--- src/rtl/accumulator_ctrl_pkg.sv ---
// Shared encodings for the accumulator CPU control path: FSM states, opcodes,
// datapath select codes and the control-word payload driven to the datapath.
package accumulator_ctrl_pkg;

  localparam int unsigned StateW  = 4;
  localparam int unsigned OpcodeW = 4;

  typedef enum logic [StateW-1:0] {
    StFetch   = 4'd0,
    StDecode  = 4'd1,
    StExecImm = 4'd2,
    StMemRd   = 4'd3,
    StMemWb   = 4'd4,
    StSpInc   = 4'd5,
    StSpDec   = 4'd6,
    StMemWr   = 4'd7,
    StBranch  = 4'd8,
    StHalted  = 4'd9
  } stateT;

  localparam logic [OpcodeW-1:0] OpHalt  = 4'h0;
  localparam logic [OpcodeW-1:0] OpLui   = 4'h1;
  localparam logic [OpcodeW-1:0] OpLi    = 4'h2;
  localparam logic [OpcodeW-1:0] OpAddi  = 4'h3;
  localparam logic [OpcodeW-1:0] OpLoad  = 4'h4;
  localparam logic [OpcodeW-1:0] OpStore = 4'h5;
  localparam logic [OpcodeW-1:0] OpPush  = 4'h6;
  localparam logic [OpcodeW-1:0] OpPop   = 4'h7;
  localparam logic [OpcodeW-1:0] OpBeqz  = 4'h8;
  localparam logic [OpcodeW-1:0] OpAdd   = 4'h9;
  localparam logic [OpcodeW-1:0] OpSub   = 4'hA;
  localparam logic [OpcodeW-1:0] OpAnd   = 4'hB;
  localparam logic [OpcodeW-1:0] OpOr    = 4'hC;

  localparam logic [2:0] AccSrcIrHi    = 3'd0;
  localparam logic [2:0] AccSrcMdr     = 3'd1;
  localparam logic [2:0] AccSrcMemData = 3'd2;
  localparam logic [2:0] AccSrcSe      = 3'd3;
  localparam logic [2:0] AccSrcAlu     = 3'd4;

  localparam logic [2:0] AluAdd = 3'd0;
  localparam logic [2:0] AluSub = 3'd1;
  localparam logic [2:0] AluAnd = 3'd2;
  localparam logic [2:0] AluOr  = 3'd3;

  localparam logic [1:0] AddrPc = 2'd0;
  localparam logic [1:0] AddrZe = 2'd1;
  localparam logic [1:0] AddrSp = 2'd2;

  localparam logic [1:0] SrcAPc  = 2'd0;
  localparam logic [1:0] SrcAAcc = 2'd1;
  localparam logic [1:0] SrcASp  = 2'd2;

  localparam logic [1:0] SrcBMdr    = 2'd0;
  localparam logic [1:0] SrcBTwo    = 2'd1;
  localparam logic [1:0] SrcBSe     = 2'd2;
  localparam logic [1:0] SrcBSeLeft = 2'd3;

  typedef struct packed {
    logic [2:0] accSrc;
    logic       accWrite;
    logic       spWrite;
    logic       pcWrite;
    logic       irWrite;
    logic       mdrWrite;
    logic       memRead;
    logic       memWrite;
    logic [1:0] iorD;
    logic [1:0] aluSrcA;
    logic [1:0] aluSrcB;
    logic [2:0] aluOp;
  } ctrlT;

endpackage

--- src/rtl/accumulator_control_if.sv ---
// Control bus between the accumulator control FSM (master) and the datapath (slave).
// The Illegal flag exists only when ACC_ILLEGAL_TRAP_EN is defined.
interface accumulator_control_if;
  import accumulator_ctrl_pkg::*;

  logic [OpcodeW-1:0] Opcode;
  logic               AccZero;
  logic               MemReady;
  logic [2:0]         AccSrc;
  logic               AccWrite;
  logic               SpWrite;
  logic               PCWrite;
  logic               IRWrite;
  logic               MDRWrite;
  logic               MemRead;
  logic               MemWrite;
  logic [1:0]         IorD;
  logic [1:0]         ALUSrcA;
  logic [1:0]         ALUSrcB;
  logic [2:0]         ALUOp;
  logic               Halted;
  logic               MemError;
`ifdef ACC_ILLEGAL_TRAP_EN
  logic               Illegal;
`endif

  modport master (
`ifdef ACC_ILLEGAL_TRAP_EN
    output Illegal,
`endif
    input  Opcode, AccZero, MemReady,
    output AccSrc, AccWrite, SpWrite, PCWrite, IRWrite, MDRWrite,
           MemRead, MemWrite, IorD, ALUSrcA, ALUSrcB, ALUOp, Halted, MemError
  );

  modport slave (
`ifdef ACC_ILLEGAL_TRAP_EN
    input  Illegal,
`endif
    output Opcode, AccZero, MemReady,
    input  AccSrc, AccWrite, SpWrite, PCWrite, IRWrite, MDRWrite,
           MemRead, MemWrite, IorD, ALUSrcA, ALUSrcB, ALUOp, Halted, MemError
  );

endinterface

--- src/rtl/accumulator_control_mem_wait_timer.sv ---
// Memory-wait stall counter: expired pulses on the WAIT_LIMIT-th consecutive stall
// cycle since the last clr. WAIT_LIMIT of 0 disables the timeout entirely.
module mem_wait_timer #(
  parameter int unsigned WAIT_LIMIT = 16
) (
  input  logic CLK,
  input  logic reset,
  input  logic clr,
  input  logic count,
  output logic expired
);

  generate
    if (WAIT_LIMIT == 0) begin : gNever
      logic unusedInputs;
      assign unusedInputs = clr | count | CLK | reset;
      assign expired = 1'b0;
    end else begin : gCount
      localparam int unsigned CntW = (WAIT_LIMIT > 1) ? $clog2(WAIT_LIMIT) : 1;
      logic [CntW-1:0] cnt;

      assign expired = count && (cnt == CntW'(WAIT_LIMIT - 1));

      // clr wins so every freshly entered wait state starts from zero
      always_ff @(posedge CLK or negedge reset) begin
        if (!reset) begin
          cnt <= '0;
        end else if (clr) begin
          cnt <= '0;
        end else if (count && !expired) begin
          cnt <= cnt + CntW'(1);
        end
      end
    end
  endgenerate

endmodule

--- src/rtl/accumulator_control.sv ---
// Multicycle control FSM for the accumulator CPU (fetch/decode/execute/memory handshakes).
// Define ACC_ILLEGAL_TRAP_EN to trap opcodes D-F into HALTED with a sticky Illegal flag.
module accumulator_control
  import accumulator_ctrl_pkg::*;
#(
  parameter int unsigned WAIT_LIMIT = 16
) (
  input  logic                 CLK,
  input  logic                 reset,
  accumulator_control_if.master bus
);

  stateT state, stateNext;
  ctrlT  ctl, ctlOut;
  logic  waitState, memStall, stateChange, expired, memError;

  assign waitState   = (state == StFetch) || (state == StMemRd) || (state == StMemWr);
  assign memStall    = waitState && !bus.MemReady;
  assign stateChange = (stateNext != state);

  mem_wait_timer #(.WAIT_LIMIT(WAIT_LIMIT)) uWaitTimer (
    .CLK     (CLK),
    .reset   (reset),
    .clr     (stateChange),
    .count   (memStall),
    .expired (expired)
  );

  always_ff @(posedge CLK or negedge reset) begin
    if (!reset) state <= StFetch;
    else        state <= stateNext;
  end

  // Next state and Moore control word; handshake strobes qualify on MemReady
  always_comb begin
    stateNext = state;
    ctl       = '0;
    unique case (state)
      StFetch: begin
        ctl.memRead = 1'b1;
        ctl.iorD    = AddrPc;
        if (bus.MemReady) begin
          ctl.irWrite = 1'b1;
          ctl.pcWrite = 1'b1;
          ctl.aluSrcA = SrcAPc;
          ctl.aluSrcB = SrcBTwo;
          ctl.aluOp   = AluAdd;
          stateNext   = StDecode;
        end
      end
      StDecode: begin
        case (bus.Opcode)
          OpHalt:                       stateNext = StHalted;
          OpLui, OpLi, OpAddi:          stateNext = StExecImm;
          OpLoad, OpAdd, OpSub, OpAnd,
          OpOr, OpPop:                  stateNext = StMemRd;
          OpStore:                      stateNext = StMemWr;
          OpPush:                       stateNext = StSpDec;
          OpBeqz:                       stateNext = StBranch;
`ifdef ACC_ILLEGAL_TRAP_EN
          default:                      stateNext = StHalted;
`else
          default:                      stateNext = StFetch;
`endif
        endcase
      end
      StExecImm: begin
        ctl.accWrite = 1'b1;
        case (bus.Opcode)
          OpLi:    ctl.accSrc = AccSrcSe;
          OpAddi: begin
            ctl.accSrc  = AccSrcAlu;
            ctl.aluSrcA = SrcAAcc;
            ctl.aluSrcB = SrcBSe;
            ctl.aluOp   = AluAdd;
          end
          default: ctl.accSrc = AccSrcIrHi;
        endcase
        stateNext = StFetch;
      end
      StMemRd: begin
        ctl.memRead = 1'b1;
        ctl.iorD    = (bus.Opcode == OpPop) ? AddrSp : AddrZe;
        if (bus.MemReady) begin
          ctl.mdrWrite = 1'b1;
          stateNext    = StMemWb;
        end
      end
      StMemWb: begin
        ctl.accWrite = 1'b1;
        case (bus.Opcode)
          OpAdd, OpSub, OpAnd, OpOr: begin
            ctl.accSrc  = AccSrcAlu;
            ctl.aluSrcA = SrcAAcc;
            ctl.aluSrcB = SrcBMdr;
            ctl.aluOp   = (bus.Opcode == OpSub) ? AluSub :
                          (bus.Opcode == OpAnd) ? AluAnd :
                          (bus.Opcode == OpOr)  ? AluOr  : AluAdd;
          end
          default: ctl.accSrc = AccSrcMdr;
        endcase
        stateNext = (bus.Opcode == OpPop) ? StSpInc : StFetch;
      end
      StSpInc: begin
        ctl.spWrite = 1'b1;
        ctl.aluSrcA = SrcASp;
        ctl.aluSrcB = SrcBTwo;
        ctl.aluOp   = AluAdd;
        stateNext   = StFetch;
      end
      StSpDec: begin
        ctl.spWrite = 1'b1;
        ctl.aluSrcA = SrcASp;
        ctl.aluSrcB = SrcBTwo;
        ctl.aluOp   = AluSub;
        stateNext   = StMemWr;
      end
      StMemWr: begin
        ctl.memWrite = 1'b1;
        ctl.iorD     = (bus.Opcode == OpPush) ? AddrSp : AddrZe;
        if (bus.MemReady) stateNext = StFetch;
      end
      StBranch: begin
        if (bus.AccZero) begin
          ctl.pcWrite = 1'b1;
          ctl.aluSrcA = SrcAPc;
          ctl.aluSrcB = SrcBSeLeft;
          ctl.aluOp   = AluAdd;
        end
        stateNext = StFetch;
      end
      StHalted: stateNext = StHalted;
      default:  stateNext = StFetch;
    endcase
    if (expired) stateNext = StHalted;
  end

  always_ff @(posedge CLK or negedge reset) begin
    if (!reset)       memError <= 1'b0;
    else if (expired) memError <= 1'b1;
  end

`ifdef ACC_ILLEGAL_TRAP_EN
  logic illegal;
  always_ff @(posedge CLK or negedge reset) begin
    if (!reset)                                           illegal <= 1'b0;
    else if ((state == StDecode) && (bus.Opcode > OpOr)) illegal <= 1'b1;
  end
  assign bus.Illegal = illegal;
`endif

  // Nothing reaches the datapath while reset is held, even mid-handshake
  assign ctlOut = reset ? ctl : '0;

  assign bus.AccSrc   = ctlOut.accSrc;
  assign bus.AccWrite = ctlOut.accWrite;
  assign bus.SpWrite  = ctlOut.spWrite;
  assign bus.PCWrite  = ctlOut.pcWrite;
  assign bus.IRWrite  = ctlOut.irWrite;
  assign bus.MDRWrite = ctlOut.mdrWrite;
  assign bus.MemRead  = ctlOut.memRead;
  assign bus.MemWrite = ctlOut.memWrite;
  assign bus.IorD     = ctlOut.iorD;
  assign bus.ALUSrcA  = ctlOut.aluSrcA;
  assign bus.ALUSrcB  = ctlOut.aluSrcB;
  assign bus.ALUOp    = ctlOut.aluOp;
  assign bus.Halted   = (state == StHalted);
  assign bus.MemError = memError;

endmodule
--- src/flat_wrapper.sv ---
// flat-port wrapper written by rule: the top's interface ports become plain ports
module accumulator_control_flat import accumulator_ctrl_pkg::*;
#(
  parameter int unsigned WAIT_LIMIT = 16
)
  (CLK, reset, bus_Opcode, bus_AccZero, bus_MemReady, bus_AccSrc, bus_AccWrite, bus_SpWrite, bus_PCWrite, bus_IRWrite, bus_MDRWrite, bus_MemRead, bus_MemWrite, bus_IorD, bus_ALUSrcA, bus_ALUSrcB, bus_ALUOp, bus_Halted, bus_MemError);
  accumulator_control_if bus_i ();
  input  logic CLK;
  input  logic reset;
  input wire logic [$bits(bus_i.Opcode)-1:0] bus_Opcode;
  input wire logic [$bits(bus_i.AccZero)-1:0] bus_AccZero;
  input wire logic [$bits(bus_i.MemReady)-1:0] bus_MemReady;
  output wire logic [$bits(bus_i.AccSrc)-1:0] bus_AccSrc;
  output wire logic [$bits(bus_i.AccWrite)-1:0] bus_AccWrite;
  output wire logic [$bits(bus_i.SpWrite)-1:0] bus_SpWrite;
  output wire logic [$bits(bus_i.PCWrite)-1:0] bus_PCWrite;
  output wire logic [$bits(bus_i.IRWrite)-1:0] bus_IRWrite;
  output wire logic [$bits(bus_i.MDRWrite)-1:0] bus_MDRWrite;
  output wire logic [$bits(bus_i.MemRead)-1:0] bus_MemRead;
  output wire logic [$bits(bus_i.MemWrite)-1:0] bus_MemWrite;
  output wire logic [$bits(bus_i.IorD)-1:0] bus_IorD;
  output wire logic [$bits(bus_i.ALUSrcA)-1:0] bus_ALUSrcA;
  output wire logic [$bits(bus_i.ALUSrcB)-1:0] bus_ALUSrcB;
  output wire logic [$bits(bus_i.ALUOp)-1:0] bus_ALUOp;
  output wire logic [$bits(bus_i.Halted)-1:0] bus_Halted;
  output wire logic [$bits(bus_i.MemError)-1:0] bus_MemError;
  assign bus_i.Opcode = bus_Opcode;
  assign bus_i.AccZero = bus_AccZero;
  assign bus_i.MemReady = bus_MemReady;
  assign bus_AccSrc = bus_i.AccSrc;
  assign bus_AccWrite = bus_i.AccWrite;
  assign bus_SpWrite = bus_i.SpWrite;
  assign bus_PCWrite = bus_i.PCWrite;
  assign bus_IRWrite = bus_i.IRWrite;
  assign bus_MDRWrite = bus_i.MDRWrite;
  assign bus_MemRead = bus_i.MemRead;
  assign bus_MemWrite = bus_i.MemWrite;
  assign bus_IorD = bus_i.IorD;
  assign bus_ALUSrcA = bus_i.ALUSrcA;
  assign bus_ALUSrcB = bus_i.ALUSrcB;
  assign bus_ALUOp = bus_i.ALUOp;
  assign bus_Halted = bus_i.Halted;
  assign bus_MemError = bus_i.MemError;
  accumulator_control #(.WAIT_LIMIT(WAIT_LIMIT)) u_core (.CLK(CLK), .reset(reset), .bus(bus_i));
endmodule
--- config.mk ---
export PLATFORM = sky130hd
export DESIGN_NAME = accumulator_control_flat
export DESIGN_NICKNAME = d
export VERILOG_FILES = /design/src/rtl/accumulator_ctrl_pkg.sv /design/src/rtl/accumulator_control_if.sv /design/src/rtl/accumulator_control_mem_wait_timer.sv /design/src/rtl/accumulator_control.sv /design/src/flat_wrapper.sv
export SDC_FILE = /design/constraint.sdc
export NUM_CORES = 1
export LEC_CHECK = 0
export BUFFER_PORTS_ARGS = -buffer_cell sky130_fd_sc_hd__buf_2
export CAP_MARGIN = 20
export CORE_ASPECT_RATIO = 2
export CORE_MARGIN = 1.5
export CORE_UTILIZATION = 30
export CTS_CLUSTER_DIAMETER = 40
export DETAILED_ROUTE_END_ITERATION = 7
export PLACE_DENSITY = 0.51
export SETUP_SLACK_MARGIN = 0.4
export SLEW_MARGIN = 20
export SYNTH_ARGS = -nofsm -noshare
export SYNTH_HDL_FRONTEND = slang
export SYNTH_SLANG_ARGS = --single-unit
--- constraint.sdc ---
create_clock -name CLK -period 2.3 [get_ports CLK]
set_input_delay 0.115 -clock CLK [delete_from_list [all_inputs] [get_ports CLK]]
set_output_delay 0.115 -clock CLK [all_outputs]
set_load 0.01 [all_outputs]
Yosys cells after proc, flatten, opt, wreduce, memory -nomap -nowiden:

Memories as Yosys holds them, arrays and structs flattened.
Index checks and enable logic that the tools add are counted.

* add/sub/neg operators: 1
* equality and inequality tests: 19
* muxes and demuxes: 32
* reductions and logical operators: 12

Operators with widths (number)
* case mux 7 bit (6 select lines): 1
* == test 4 bit (second input constant): 7
* two-way mux 4 bit: 7
* case mux 4 bit (7 select lines): 1
* == test 4 x 3 -> 1 bit (second input constant): 6
* two-way mux 19 bit: 1
* == test 4 x 2 -> 1 bit (second input constant): 4
* two-way mux 3 bit: 4
* two-way mux 6 bit: 2
* two-way mux 2 bit: 4
* case mux 4 bit (2 select lines): 1
* two-way mux 1 bit: 7
* case mux 3 bit (2 select lines): 1
* two-way mux 5 bit: 1
* adder 4 x 1 -> 4 bit (second input constant): 1
* == test 4 x 1 -> 1 bit (second input constant): 1
* logical NOT 4 bit: 1
* != test 4 bit: 1
* case mux 2 bit (2 select lines): 1
* OR reduction 2 bit: 2
* OR reduction 4 bit: 1
* logical AND 1 bit: 3
* logical NOT 1 bit: 2
* logical OR 1 bit: 2
* 2 further kinds: 2

* register bits: 9
* ROM bits: 64
* bits of input ports: 8
* output and inout port bits: 21
* logic and storage cells: 68
* memories: 1

Memories
* (name not given): words 16, bits a word 4, rd ports 1, clocked after Yosys merged registers in 0, write ports 0, RTL line accumulator_control.sv:52 `case (bus.Opcode)`

Longest topological paths before layout:

* depth in word-level cells: 9
* mapped depth: 7

By module:

A second synthesis with hierarchy kept.

* cells, all modules: 142
* area total of the unflattened synthesis: 1073.5 sq um

By module, submodules not included
* accumulator_control: instances 1, cells an instance 121, area each 834.6 sq um, sequential area each 125.1 sq um
* mem_wait_timer: instances 1, cells an instance 21, area each 239.0 sq um, sequential area each 100.1 sq um

Worst setup path before layout:

No wires, ideal clock.

* path kind: flip-flop to flip-flop
* start: register u_core.state[2]
* end: register u_core.uWaitTimer.gCount.cnt[0]
* library setup time: 69 ps
* data arrival time: 1716 ps
* data required time: 2231 ps
* path slack: 515 ps
* cell stages (with the launch flop): 7
* clock period less this slack: 1785 ps
* cell sequence: dfrtp_1 > buf_6 > and3b_1 > a221oi_4 > o211ai_1 > a222oi_1 > and4b_1

* word-level cells in the longest chain between the ends: 8

RTL lines
* from (decl): RTL line accumulator_control.sv:13 `stateT state, stateNext;`
* from (signal assigned): RTL line accumulator_control.sv:30 `if (!reset) state <= StFetch;`
* from (signal assigned): RTL line accumulator_control.sv:31 `else state <= stateNext;`
* == test 4 x 2 -> 1 bit or logical NOT 4 bit (tied branches): RTL line accumulator_control.sv:17, accumulator_control.sv:38
* logical OR 1 bit (2 in series): RTL line accumulator_control.sv:17 `assign waitState = (state == StFetch) || (state == StMemRd) || (state == StMemWr);`
* logical AND 1 bit: RTL line accumulator_control.sv:18 `assign memStall = waitState && !bus.MemReady;`
* logical AND 1 bit: RTL line accumulator_control_mem_wait_timer.sv:22 `assign expired = count && (cnt == CntW'(WAIT_LIMIT - 1));`
* two-way mux 4 bit or logical NOT 1 bit (tied branches): RTL line accumulator_control.sv:135, accumulator_control_mem_wait_timer.sv:30
* != test 4 bit or logical AND 1 bit (tied branches): RTL line accumulator_control.sv:19, accumulator_control_mem_wait_timer.sv:30
* two-way mux 4 bit or nonzero test 2 bit (tied branches)
* to (signal assigned): RTL line accumulator_control_mem_wait_timer.sv:31 `cnt <= cnt + CntW'(1);`
* to (decl): RTL line accumulator_control_mem_wait_timer.sv:20 `logic [CntW-1:0] cnt;`

Parallel ways exist; a longest one is shown, timed or not.
A chain may end at the register's enable or synchronous reset.

Worst setup path in the final report:

* start: register u_core.state[2]
* end: register u_core.uWaitTimer.gCount.cnt[2]

The elaborated chain is that of the path after synthesis.

==> reports/qor.yml <==
power_and_ir_drop:
  p_comb_share_pct: 70.5
  clockPowerShare_pct: 12.0
  p_total_uw: 1530
  peakVddDrop_v: 0.000507
  seqPwrFrac_pct: 17.5
  power_switching_uw: 668
  p_sw_share_pct: 43.6
  power_density_mw_per_mm2: 907
  internal_power_uw: 865
  p_leak_uw: 0.000836
timing:
  finalSetupTns_ps: 0
  fin_worst_skew_ps: 2.83
  hold_viol: 0
  max_freq_ghz: 0.506
  layout_setup_ws_ps: 325
  period_minus_slack_ps: 1980
  slew_violations: 0
  fin_crit_sh_pct: 85.9
  final-setup-viol-count: 0
  rsz0062_at_grt: "true"
synthesis:
  synth_cell_type_count: 51
  synth_edf_count: 0
  async_flop_share_pct: 100
  yosys_register_bits: 9
  ys.warnings.count: 0
  yosysSeqAreaShare_pct: 18.8
  syn_area_mm2: 0.00120
  avgSynthCellArea_um2: 8.61
  synth_nets: 153
  synth_cells: 139
  synth_flop_cell: "dfrtp_1"
placement:
  portBuffers: 27
  pre_cts_slack_ps: 124
  gp_congestion: 0.808
  dp_hpwl_mm: 2.56
floorplan:
  fp.dieH_um: 92.3
  die_w_um: 47.7
  design.core.area_mm2: 0.00384
  die_area_mm2: 0.00440
  start_util_pct: 31.2
  io_pins: 29
  rows: 32
drt:
  ant_nets: 0
  drcViolationCount: 0
  first_pass_iters: 6
  avgRoutedWirePerCell_um: 15.3
  vias: 1252
  wl_mm: 3.67
  drt-initial-drc-count: 22
  via_per_inst: 5.24
critical_path:
  start_kind: "register"
  worstPathRequired_ps: 2460
  critical_path_class: "register to register"
  cp.arrival_ps: 2140
  end_kind: "register"
  critPathMaxFanout: 8
clock_network:
  cts_sinks: 9
  clk_latency_ps: 230
  cts_tree: "yes"
  clk_path_buf_depth: 2
  cts_inserted_buffers: 3
  clk_pin_slew_ps: 50
  cts-htree-levels: 1
  cts-root-buf: "clkbuf_8"
finish:
  layout_common_cells: "27 x buf_2, 23 x buf_4, 10 x nand2_1"
  nFillCells: 408
  layout_commonest_cell: "buf_2"
  layout-drive-gt1-share_pct: 45.2
  final_nets: 203
  antenna_cells: 0
  syn2layout_area_growth_pct: 41.2
global_route:
  antenna_found_initial: 0
  grt_overflow: 0
  grt_first_pass_wirelength_mm: 5.80
  grt_usage_pct: 17.9
  grt_pass1_vias: 1303
  grt_max_degree: 13
run_status:
  status: "complete, no violations"
hold_path:
  hold_path_class: "input port to asynchronous set/reset pin"
job:
  max_cap_viol_count: 0
==> layout make-up <==
cell class	count	area (um2)	share of cell area, %
Inverter	8	30.0	1.78
Multi-Input combinational cell	112	950	56.2
Timing Repair Buffer	55	372	22.0
Sequential cell	9	230	13.6
Tap cell	51	63.8	3.77
Clock buffer	4	45.0	2.66
==> logic make-up (layout without fill, tap and decap cells) <==
logic type,Yosys count,after routing,synth area share (%)
compound gates,25,25,19.1
xor+xnor,6,6,4.39
fa+ha+maj,6,6,6.27
buf+inv,18,67,9.09
flops,9,9,18.8
mux,4,4,3.45
other cells,1,1,0.313
simple gates,70,70,38.6
==> metrics by stage <==
step                      hold slack (ps)  instances  utilization, %  area (um2)
after floorplan                      -181        139               -        1200
after global placement               10.8        213            35.4        1360
after detailed placement             13.1        213            35.4        1360
after CTS                             427        234            41.9        1610
after global routing                  466        239            44.0        1690
final                                 442        239            44.0        1690
==> power groups by stage <==
| stage | logic [uW] | registers (uW) | clock network (uW) |
|---|---|---|---|
| floorplan | 626 | 217 | 0 |
| global placement | 695 | 289 | 0 |
| detailed placement | 702 | 294 | 0 |
| CTS | 945 | 265 | 188 |
| global route | 1170 | 273 | 196 |
| finish | 1080 | 268 | 183 |
==> synthesized netlist by cell type, drive strengths merged, types with 2 or more instances <==
| master | n | share of area (%) |
|---|---|---|
| nor3 | 4 | 2.1 |
| o21a | 2 | 1.3 |
| a21boi | 2 | 1.3 |
| buf | 9 | 6.3 |
| nand3b | 5 | 3.1 |
| nand2 | 11 | 3.4 |
| and2 | 2 | 1.0 |
| mux2i | 3 | 2.5 |
| and3b | 3 | 2.2 |
| o211ai | 5 | 4.3 |
| o2111ai | 2 | 1.5 |
| nor2b | 5 | 2.6 |
| ha | 6 | 6.3 |
| xor2 | 4 | 2.9 |
| o31ai | 2 | 1.3 |
| and4b | 3 | 2.5 |
| nor3b | 2 | 1.3 |
| and3 | 7 | 3.7 |
| nor4 | 3 | 2.8 |
| nor4b | 4 | 4.0 |
| dfrtp | 9 | 19 |
| a21oi | 2 | 0.84 |
| o21ai | 2 | 0.84 |
| nand3 | 4 | 1.7 |
| or2 | 3 | 1.6 |
| nand2b | 3 | 1.6 |
| inv | 8 | 2.5 |
| xnor2 | 2 | 1.5 |
| nor2 | 8 | 2.5 |
==> routing by layer <==
metal | vias to the layer above | global-route usage [%] | share of wire, %
met4 | 0 | 8.11 | 4.1
li1 | 599 | - | -
met3 | 16 | 1.36 | 2.9
met2 | 39 | 34.2 | 59
met5 | - | 0 | 0
met1 | 598 | 17.1 | 34
==> registers in the layout, indices dropped and copies added, names as in the netlist <==
signal                        count
u_core.state                      4
u_core.uWaitTimer.gCount.cnt      4
u_core.bus.MemError               1
==> critical path, stage by stage (launching register included) <==
cell	delay (ps)
dfrtp_2	490
buf_4	190
nor4b_2	300
a31oi_4	70
o21a_1	190
a222oi_1	290
buf_4	180
and4b_1	190
==> final timing paths <==
kind                                            startpoint                                     endpoint  slack, ps  cells past startpoint
hold / removal                                       reset  u_core.uWaitTimer.gCount.cnt[1]$_DFFE_PN0P_        440                      2
setup / recovery                 u_core.state[2]$_DFF_PN0_  u_core.uWaitTimer.gCount.cnt[2]$_DFFE_PN0P_        320                      7
hold reg to reg            u_core.bus.MemError$_DFFE_PN0N_              u_core.bus.MemError$_DFFE_PN0N_        480                      1
max in group asynchronous                            reset                    u_core.state[0]$_DFF_PN0_       1540                      2
setup reg to reg                 u_core.state[2]$_DFF_PN0_  u_core.uWaitTimer.gCount.cnt[2]$_DFFE_PN0P_        320                      7
min in group CLK                             bus_Opcode[2]                    u_core.state[3]$_DFF_PN0_        450                      4
==> timing repair <==
item,4_1_cts,5_1_grt
buffers inserted,16,5
hold endpoints to repair,9,0
pin swaps,6,6
hold buffers,1,0
gates resized for setup,14,13
endpoints found under the setup margin,12,10
Note: power is estimated with default switching activity, not from simulation.
